<file path="src/rtl/seq_serializer_if.sv">
// seq_serializer_if: parallel word in (data_in/data_valid/data_ready), serial out (seq_out/seq_valid), status (busy/state_out)
interface seq_serializer_if #(
    parameter int WIDTH = 8
);
    logic [WIDTH-1:0] data_in;
    logic data_valid;
    logic data_ready;
    logic seq_out;
    logic seq_valid;
    logic busy;
    logic [1:0] state_out;
    modport master(output data_in, data_valid, input data_ready, seq_out, seq_valid, busy, state_out);
    modport slave(input data_in, data_valid, output data_ready, seq_out, seq_valid, busy, state_out);
endinterface

</file>
<file path="src/rtl/seq_serializer.sv">
// seq_serializer: MSB-first word serializer with one-word hold and GAP idle cycles (clk, reset, bus: data_in/data_valid/data_ready in, seq_out/seq_valid/busy/state_out out)
module seq_serializer #(
    parameter int WIDTH = 8,
    parameter int GAP = 0,
    parameter logic IDLE_BIT = 1'b0
) (
    input logic clk,
    input logic reset,
    seq_serializer_if.slave bus
);
    localparam int CW = $clog2(WIDTH);
    localparam logic [1:0] S_IDLE = 2'd0;
    localparam logic [1:0] S_SHIFT = 2'd1;
    localparam logic [1:0] S_GAP = 2'd2;
    localparam logic [CW-1:0] LAST = CW'(WIDTH - 1);
    localparam logic [3:0] GLAST = GAP == 0 ? 4'd0 : 4'(GAP - 1);
    logic [1:0] state, state_n;
    logic [WIDTH-1:0] sh, sh_n, hold, hold_n, word;
    logic [CW-1:0] cnt, cnt_n;
    logic [3:0] gcnt, gcnt_n;
    logic full, full_n, out, valid;
    logic take, last, reload, load, to_hold;
    always_ff @(posedge clk) begin
        if (reset) begin
            state <= S_IDLE;
            sh <= '0;
            hold <= '0;
            cnt <= '0;
            gcnt <= '0;
            full <= 1'b0;
            out <= IDLE_BIT;
            valid <= 1'b0;
        end else begin
            state <= state_n;
            sh <= sh_n;
            hold <= hold_n;
            cnt <= cnt_n;
            gcnt <= gcnt_n;
            full <= full_n;
            out <= state_n == S_SHIFT ? sh_n[WIDTH-1] : IDLE_BIT;
            valid <= state_n == S_SHIFT;
        end
    end
    // reload: end of a word (GAP=0) or end of the gap; hold wins over a same-edge transfer
    always_comb begin
        take = bus.data_valid && bus.data_ready;
        last = state == S_SHIFT && cnt == LAST;
        reload = (last && GAP == 0) || (state == S_GAP && gcnt == GLAST);
        load = (state == S_IDLE && take) || (reload && (full || take));
        to_hold = take && (state == S_SHIFT || state == S_GAP) && !load;
        word = full ? hold : bus.data_in;
        state_n = load ? S_SHIFT : (reload || state == 2'd3) ? S_IDLE : last ? S_GAP : state;
        sh_n = load ? word : state == S_SHIFT ? sh << 1 : sh;
        cnt_n = state == S_SHIFT && !last ? cnt + 1'b1 : '0;
        gcnt_n = state == S_GAP && !reload ? gcnt + 1'b1 : '0;
        full_n = to_hold ? 1'b1 : (reload && full) ? 1'b0 : full;
        hold_n = to_hold ? bus.data_in : hold;
    end
    always_comb begin
        bus.data_ready = !reset && !full;
        bus.busy = state != S_IDLE || full;
        bus.seq_out = out;
        bus.seq_valid = valid;
        bus.state_out = state;
    end
endmodule

</file>
<file path="src/flat_wrapper.sv">
// flat-port wrapper written by rule: the top's interface ports become plain ports
module seq_serializer_flat 
#(
    parameter int WIDTH = 8,
    parameter int GAP = 0,
    parameter logic IDLE_BIT = 1'b0
)
  (clk, reset, bus_data_in, bus_data_valid, bus_data_ready, bus_seq_out, bus_seq_valid, bus_busy, bus_state_out);
  seq_serializer_if #(.WIDTH(WIDTH)) bus_i ();
  input logic clk;
  input logic reset;
  input wire logic [$bits(bus_i.data_in)-1:0] bus_data_in;
  input wire logic [$bits(bus_i.data_valid)-1:0] bus_data_valid;
  output wire logic [$bits(bus_i.data_ready)-1:0] bus_data_ready;
  output wire logic [$bits(bus_i.seq_out)-1:0] bus_seq_out;
  output wire logic [$bits(bus_i.seq_valid)-1:0] bus_seq_valid;
  output wire logic [$bits(bus_i.busy)-1:0] bus_busy;
  output wire logic [$bits(bus_i.state_out)-1:0] bus_state_out;
  assign bus_i.data_in = bus_data_in;
  assign bus_i.data_valid = bus_data_valid;
  assign bus_data_ready = bus_i.data_ready;
  assign bus_seq_out = bus_i.seq_out;
  assign bus_seq_valid = bus_i.seq_valid;
  assign bus_busy = bus_i.busy;
  assign bus_state_out = bus_i.state_out;
  seq_serializer #(.WIDTH(WIDTH), .GAP(GAP), .IDLE_BIT(IDLE_BIT)) u_core (.clk(clk), .reset(reset), .bus(bus_i));
endmodule
</file>
<file path="config.mk">
export PLATFORM = sky130hd
export DESIGN_NAME = seq_serializer_flat
export DESIGN_NICKNAME = d
export VERILOG_FILES = /design/src/rtl/seq_serializer_if.sv /design/src/rtl/seq_serializer.sv /design/src/flat_wrapper.sv
export SDC_FILE = /design/constraint.sdc
export NUM_CORES = 1
export LEC_CHECK = 0
export BUFFER_PORTS_ARGS = -buffer_cell sky130_fd_sc_hd__buf_2
export CAP_MARGIN = 20
export CORE_MARGIN = 4
export CORE_UTILIZATION = 60
export CTS_CLUSTER_DIAMETER = 120
export DETAILED_ROUTE_END_ITERATION = 16
export PLACE_DENSITY = 0.82
export SLEW_MARGIN = 15
export SYNTH_ARGS = -nofsm -noshare
export SYNTH_HDL_FRONTEND = slang
export SYNTH_SLANG_ARGS = --single-unit
</file>
<file path="constraint.sdc">
create_clock -name clk -period 5 [get_ports clk]
set_input_delay 0.25 -clock clk [delete_from_list [all_inputs] [get_ports clk]]
set_output_delay 0.25 -clock clk [all_outputs]
set_load 0.01 [all_outputs]
</file>
==> results of run 1 <==
## synthesized netlist by cell type, drive strengths merged, types with 2 or more instances
cell type	instances	area [sq um]
nor2	14	52.6
nor3	2	26.3
dfxtp	28	561
ha	8	100
mux2i	16	160
nor2b	9	58.8
a211oi	12	95.1
and2	3	20.0
buf	5	40.0
inv	6	22.5
a21oi	4	20.0
nand2	7	28.8
nand3	2	10.0
clkbuf	2	7.51
## per-layer routing
metal	wire length [microns]	global-route usage	vias up
li1	-	-	491
met2	1120	0.260	34
met3	115	0.0210	5
met5	0	0	-
met1	1150	0.240	448
met4	44	0.0729	0
## metrics by stage
stage	power [mW]	hold slack [ns]	area, sq um	util
final	0.430	0.149	1480	0.723
after global routing	0.448	0.172	1480	0.723
after CTS	0.433	0.147	1480	0.723
after detailed placement	0.289	0.416	1420	0.697
after global placement	0.287	0.409	1420	0.695
after floorplan	0.276	0.397	1350	-
## worst min path at each step
stage                   startpoint        endpoint  slack (ns)  depth (start not counted)
finish              bus_data_in[5]  u_core.hold[5]        0.15                          3
global route        bus_data_in[7]  u_core.hold[7]        0.17                          3
CTS                 bus_data_in[5]  u_core.hold[5]        0.15                          3
detailed placement   u_core.cnt[0]   u_core.cnt[0]        0.42                          1
global placement     u_core.cnt[0]   u_core.cnt[0]        0.41                          1
floorplan           bus_data_in[0]  u_core.hold[0]        0.40                          2
## layout by cell type, fill, tap and decap left out
| master | instances |
|---|---|
| ha_1 | 8 |
| o21ai_0 | 1 |
| and2_1 | 2 |
| xor2_1 | 1 |
| nand3b_1 | 1 |
| a211oi_2 | 1 |
| nor3_4 | 1 |
| mux2i_1 | 16 |
| nor3_2 | 1 |
| and2_2 | 1 |
| nor4bb_1 | 1 |
| nand2_1 | 6 |
| nand3_1 | 2 |
| a21o_1 | 1 |
| nor4_2 | 1 |
| o32ai_4 | 1 |
| a211oi_1 | 11 |
| nand4_1 | 1 |
| and4bb_4 | 1 |
| nor2b_2 | 1 |
| a21oi_1 | 4 |
| and3_1 | 1 |
| bufinv_16 | 1 |
| buf_2 | 17 |
| clkbuf_4 | 3 |
| nor2b_1 | 8 |
| nor3b_1 | 1 |
| a211o_1 | 1 |
| or2_2 | 1 |
| xnor2_1 | 1 |
| dfxtp_1 | 28 |
| inv_1 | 6 |
| nand2_2 | 1 |
| nand4bb_1 | 1 |
| nor2_1 | 14 |
## layout make-up
| type | count | area, sq um | share of cell area |
|---|---|---|---|
| multi-input combinational | 92 | 722 | 0.489 |
| sequential | 28 | 561 | 0.380 |
| timing repair buffer | 17 | 85.1 | 0.0576 |
| tap | 27 | 33.8 | 0.0229 |
| clock inverter | 1 | 30.0 | 0.0203 |
| clock buffer | 3 | 22.5 | 0.0153 |
| inverter | 6 | 22.5 | 0.0153 |
## kinds of logic after synthesis
family,after synthesis
AOI/OAI and AO/OA,20
muxes,16
xor gates and xnor gates,2
and+or+nand+nor,46
adders and majority gates,8
DFF,28
buffers and inverters,13
## power by group through the flow
stage                     Sequential, mW  Combinational, mW  Clock (mW)
after floorplan                    0.240             0.0359           0
after CTS                          0.237             0.0473       0.149
after global placement             0.241             0.0456           0
after global routing               0.238             0.0528       0.158
final                              0.237             0.0471       0.146
after detailed placement           0.242             0.0472           0
## sequential cells by signal, summed over array words and instances (netlist names)
name / count
u_core.sh: 8
u_core.bus.seq_out: 1
u_core.cnt: 3
u_core.gcnt: 4
u_core.bus.state_out: 2
u_core.bus.seq_valid: 1
u_core.full: 1
u_core.hold: 8
## critical path, delay by kind of cell, from the launching register on
kind	cells	cell delay [ns]
AND/OR/NAND/NOR	3	0.87
buffers and inverters	2	0.42
adder cells (fa/ha/maj)	1	0.37
flip-flops	1	0.39
multiplexers	1	0.20
==> metrics, run 1 <==
slowest CP cell=nor4_2; Synth Area in Adders=0.0740; number of global-route vias before repair=about 960; setup_tns=0 ns; CP max stage delay=0.49 ns; cell chain of the critical path=inv_1 -> ha_1 -> and2_2 -> nor4_2 -> buf_2 -> mux2i_1 -> nor2_1; Slew @ Worst Pin=0.739 ns; final setup vio count=0; Syn Nets=152; Pre-antenna DRT Iters=4; ys flop type=dfxtp_1; initial antenna violation count=0; Starting Density=0.662; detailed placement HPWL=roughly 1700 microns; max-slew violations=0; Worst setup SP type=register; total track usage=0.170; Worst R2R End=u_core.hold[6]; Comb pwr share=0.110; cells on worst reg2reg path=7; type of the worst setup path=reg -> reg; Synth Register Bits=28; Static Leak=about 0.59 nW; die height=55.5 microns; largest net degree at the start of global routing=26; slew margin rel.=0.507; clock sinks=28; peak supply drop=0.345 mV; share of layout cells above drive strength 1=0.211; CTS root buffer=clkbuf_4; share of power burned in the clock network=0.340; overflow left after global routing=0; critical path endpoint category=register; Synth Area in Compound Gates=0.121; Avg Synthesized Cell Area=around 10 sq um; largest family of logic cells by synthesized area=simple AND/OR/NAND/NOR gates; input/output buffers=16; HP Class=in -> reg; clock slew at reported path FFs=about 0.15 ns; Max-cap violations=0; RSZ-0062 raised after global routing=no; sequential share of power=0.550; CP arrival=2.58 ns; clk_lat worst skew=0.33 ns; post-synthesis mux area share=0.118; IO Pins=17; Critical Path End=u_core.hold[6]; Mapped Area=about 1400 sq um; Tmin final=roughly 2.4 ns; worst slack, placed=between 2 and 3 ns; via/cell ratio=5.62; Fin Clk Skew=between 0.01 and 0.015 ns; CTS Hold Bufs=0; P_sw=approximately 96 uW; WL final=2430 microns; run status=finished clean; Die Wd=between 50 and 60 microns; die area=3080 sq um; Rows=16; Critical Path Fanout Max=10; global-route wire length before repair=between 4000 and 5000 microns; CP startpoint=u_core.bus.state_out[1]; via count=roughly 1000; Total Nets Final=approximately 170; final hold vios=0; CTS tree=built; final worst setup slack=2.63 ns; fill count=174; H-Tree Depth=1; worst reg2reg startpoint=u_core.bus.state_out[1]; GPL Wtd Cong=0.789; CTS Buffer Depth=2; Max Freq=422 MHz; Synth Instances=133; Post-CTS Repair Setup Buffers=0; fin crit share=0.474; simple-gate share of the synthesized area=0.207; Cell Count, Final, Fillers Out=around 170; async set-reset flop share out of synthesis=0; post-route ant nets=0; count of cell types in the netlist=36; core region area=2040 sq um; Placed Cells=170; Layout area overhead=9.16%; synth warn=0; DRC Markers=0; EDFF count, synth=0; diodes inserted=0; cell internal pwr=between 300 and 400 uW; post-cts gate resize count=0; Worst R2R Setup Slack=2.63 ns; sequential fraction of the synthesis area=0.414; 1st-iter DRT viols=17; drt wl/cell=14.0 microns; Switching Share=0.223; Post-Synth XOR/XNOR Area=0.0130; Cell Pwr Density=between 200 and 300 nW/um^2; CP required=5.21 ns; TritonCTS Buffers=3
No activity file was read; power rests on OpenSTA's default activity.
==> run 2: changes to the inputs <==
--- a/config.mk
+++ b/config.mk
@@ -5,13 +5,14 @@
 export SDC_FILE = /design/constraint.sdc
 export NUM_CORES = 1
 export LEC_CHECK = 0
+export ABC_AREA = 1
 export BUFFER_PORTS_ARGS = -buffer_cell sky130_fd_sc_hd__buf_2
 export CAP_MARGIN = 20
 export CORE_MARGIN = 4
-export CORE_UTILIZATION = 60
+export CORE_UTILIZATION = 51
 export CTS_CLUSTER_DIAMETER = 120
 export DETAILED_ROUTE_END_ITERATION = 16
-export PLACE_DENSITY = 0.82
+export PLACE_DENSITY = 0.74
 export SLEW_MARGIN = 15
 export SYNTH_ARGS = -nofsm -noshare
 export SYNTH_HDL_FRONTEND = slang
==> constraint.sdc (replaced) <==
create_clock -name clk -period 2 [get_ports clk]
set_input_delay 0.1 -clock clk [delete_from_list [all_inputs] [get_ports clk]]
set_output_delay 0.1 -clock clk [all_outputs]
set_load 0.01 [all_outputs]
==> metrics, run 2 <==
post-synth top area share=0.395 (was 0.414); synth warn=0 (unchanged); type of the worst setup path=reg -> reg (unchanged); Static Leak=0.763 nW (was 0.586 nW); GPL Wtd Cong=0.780 (was 0.789); post-cts gate resize count=0 (unchanged); sequential fraction of the synthesis area=0.395 (was 0.414); HP Class=in -> reg (unchanged); Critical Path Fanout Max=13 (was 10); post-route ant nets=0 (unchanged); max-slew violations=0 (unchanged); initial antenna violation count=0 (unchanged); total track usage=0.183 (was 0.170); clock slew at reported path FFs=0.15 ns (about the same); core region area=2570 sq um (was 2040 sq um); via/cell ratio=5.48 (was 5.62); Final Power=1.08 mW (was 430 uW); 1st-iter DRT viols=41 (was 17); Die Wd=60.7 microns (was 55.5 microns); H-Tree Depth=1 (unchanged); Post-CTS Repair Setup Buffers=0 (unchanged); clk_lat worst skew=0.34 ns (was 0.33 ns); fill count=242 (was 174); die area=3690 sq um (was 3080 sq um); peak supply drop=0.435 mV (was 0.345 mV); synth cell count leaders=nor2_1 (29), dfxtp_1 (28), nand2_1 (28), nand3_1 (14), inv_1 (12) (was dfxtp_1 (28), mux2i_1 (16), nor2_1 (14), a211oi_1 (11)); fin crit share=0.895 (was 0.474); diodes inserted=0 (unchanged); async set-reset flop share out of synthesis=0 (unchanged); Max-cap violations=0 (unchanged); largest net degree at the start of global routing=17 (was 26); number of global-route vias before repair=1170 (was 955); RSZ-0062 raised after global routing=no (unchanged); Fin Clk Skew=0.00898 ns (was 0.0114 ns); Pre-antenna DRT Iters=4 (unchanged); Synth Instances=179 (was 133); met2 global-route usage=0.301 (was 0.260); run status=finished clean (unchanged); detailed placement HPWL=2170 microns (was 1740 microns); Synth Register Bits=28 (unchanged); commonest non-fill, non-tap cell in the layout=nor2_1 (was dfxtp_1); Worst setup SP type=register (unchanged); Largest regs=u_core.hold x8, u_core.sh x8, u_core.gcnt x4 (unchanged); final hold vios=0 (unchanged); count leader, synth=nor2_1 (was dfxtp_1); Total Nets Final=219 (was 167); Rows=18 (was 16); share of layout cells above drive strength 1=0.201 (was 0.211); hold slack=0.0100 ns (was 0.149 ns); Slew @ Worst Pin=0.472 ns (was 0.739 ns); overflow left after global routing=0 (unchanged); CTS Buffer Depth=2 (unchanged); global-route wire length before repair=5090 microns (was 4270 microns); Yosys top cell by area=dfxtp_1 (unchanged); ys flop type=dfxtp_1 (unchanged); drt wl/cell=13.0 microns (was 14.0 microns); final setup vio count=0 (unchanged); Syn Nets=198 (was 152); input/output buffers=16 (unchanged); Tmin final=1.79 ns (was 2.37 ns); TritonCTS Buffers=3 (unchanged); die height=60.7 microns (was 55.5 microns); critical path endpoint category=register (unchanged); DRC Markers=0 (unchanged); Starting Density=0.552 (was 0.662); CTS root buffer=clkbuf_4 (unchanged); Max Freq=559 MHz (was 422 MHz); Area contributors post-synth=dfxtp_1 (40%), nor2_1 (7.7%), nand2_1 (7.4%) (was dfxtp_1 (41%), mux2i_1 (12%), ha_1 (7.4%)); IO Pins=17 (unchanged); Top Usage Layer GRT=met2 (unchanged); WL final=2980 microns (was 2430 microns); Finished Cell Area=1600 sq um (was 1480 sq um); Avg Synthesized Cell Area=7.92 sq um (was 10.2 sq um); slew margin rel.=0.685 (was 0.507); CTS tree=built (unchanged); most frequent cells in the layout=nor2_1 (29), nand2_1 (28), dfxtp_1 (28), buf_2 (16), nand3_1 (14) (was dfxtp_1 (28), buf_2 (17), mux2i_1 (16), nor2_1 (14), a211oi_1 (11)); Layout area overhead=13.0% (was 9.16%); setup_tns=0 ns (unchanged); grt met1 use=0.246 (was 0.240); clock sinks=28 (unchanged); Cell Pwr Density=677 nW/um^2 (was 291 nW/um^2); count of cell types in the netlist=24 (was 36); Mapped Area=1420 sq um (was 1350 sq um); CP required=2.23 ns (was 5.21 ns); M3 GR Usage=0.0255 (was 0.0210); via count=1255 (was 978); CP arrival=2.02 ns (was 2.58 ns); Final Core Density=0.624 (was 0.723); EDFF count, synth=0 (unchanged); post-place instance area=1500 sq um (was 1420 sq um)
run 2: cell count changes in the layout (fill, tap and decap cells not counted), sizes merged, moves of 5 or more:
| cell | delta |
|---|---|
| nor2b | -9 |
| nand4 | +7 |
| nor2 | +17 |
| or2 | +5 |
| nand2 | +26 |
| inv | +8 |
| mux2i | -15 |
| dlygate4sd3 | +5 |
| nand3 | +17 |
| o21ai | +14 |
| a211oi | -12 |
run 2: critical path: stages, from the launching register on:
cell and delay, ns:
dfxtp_1 0.43, inv_1 0.08, ha_1 0.23, nand2_1 0.08, inv_1 0.04, nand2_1 0.16, nand2_1 0.15, nand2_4 0.17
nand2_1 0.11, o21ai_1 0.17, nor2_1 0.06
run 2: routing by layer:
layer | share of wire | routed length (microns)
met5 | 0 | 0
met4 | 0.014 | 42
met3 | 0.065 | 195
met2 | 0.49 | 1450
met1 | 0.43 | 1290
run 2: what timing repair did:
item / in CTS / in global routing
endpoints found under the hold margin: 5 / 0
setup endpoints to repair: 0 / 0
hold buffers: 5 / 0
run 2: final cells by class:
class / count / area (sq um) / share of cell area
well taps: 30 / 37.5 / 0.0234
clock buffers: 3 / 22.5 / 0.0141
flip-flops and latches: 28 / 561 / 0.350
repair buffers: 21 / 130 / 0.0812
inverters: 14 / 52.6 / 0.0328
clock inverters: 1 / 30.0 / 0.0187
multi-input cells: 132 / 768 / 0.480
run 2: path summary, 6_finish.rpt:
kind	depth (start not counted)	end	start	slack, ns
worst max-delay path	10	u_core.sh[7]	u_core.bus.state_out[0]	0.21
worst min-delay path	3	u_core.hold[2]	bus_data_in[2]	0.01
worst max register to register	10	u_core.sh[7]	u_core.bus.state_out[0]	0.21
worst min register to register	1	u_core.cnt[0]	u_core.cnt[0]	0.44
run 2: where the power goes:
group / switching [mW] / internal (mW)
combinational: 0.0733 / 0.0520
sequential: 0.0115 / 0.576
clock: 0.168 / 0.203
run 2: metrics by stage:
step | setup WS, ns | cells
after floorplan | 0.431 | 179
after global placement | 0.292 | 220
after detailed placement | 0.228 | 220
after CTS | 0.208 | 229
after global routing | 0.0115 | 229
final | 0.211 | 229
run 2: cell families after synthesis:
| logic type | synth area share |
|---|---|
| buf+inv | 0.0627 |
| simple gates | 0.365 |
| fa+ha+maj | 0.0706 |
| mux | 0.00706 |
| compound gates | 0.0865 |
| flops | 0.395 |
| xor+xnor | 0.0124 |
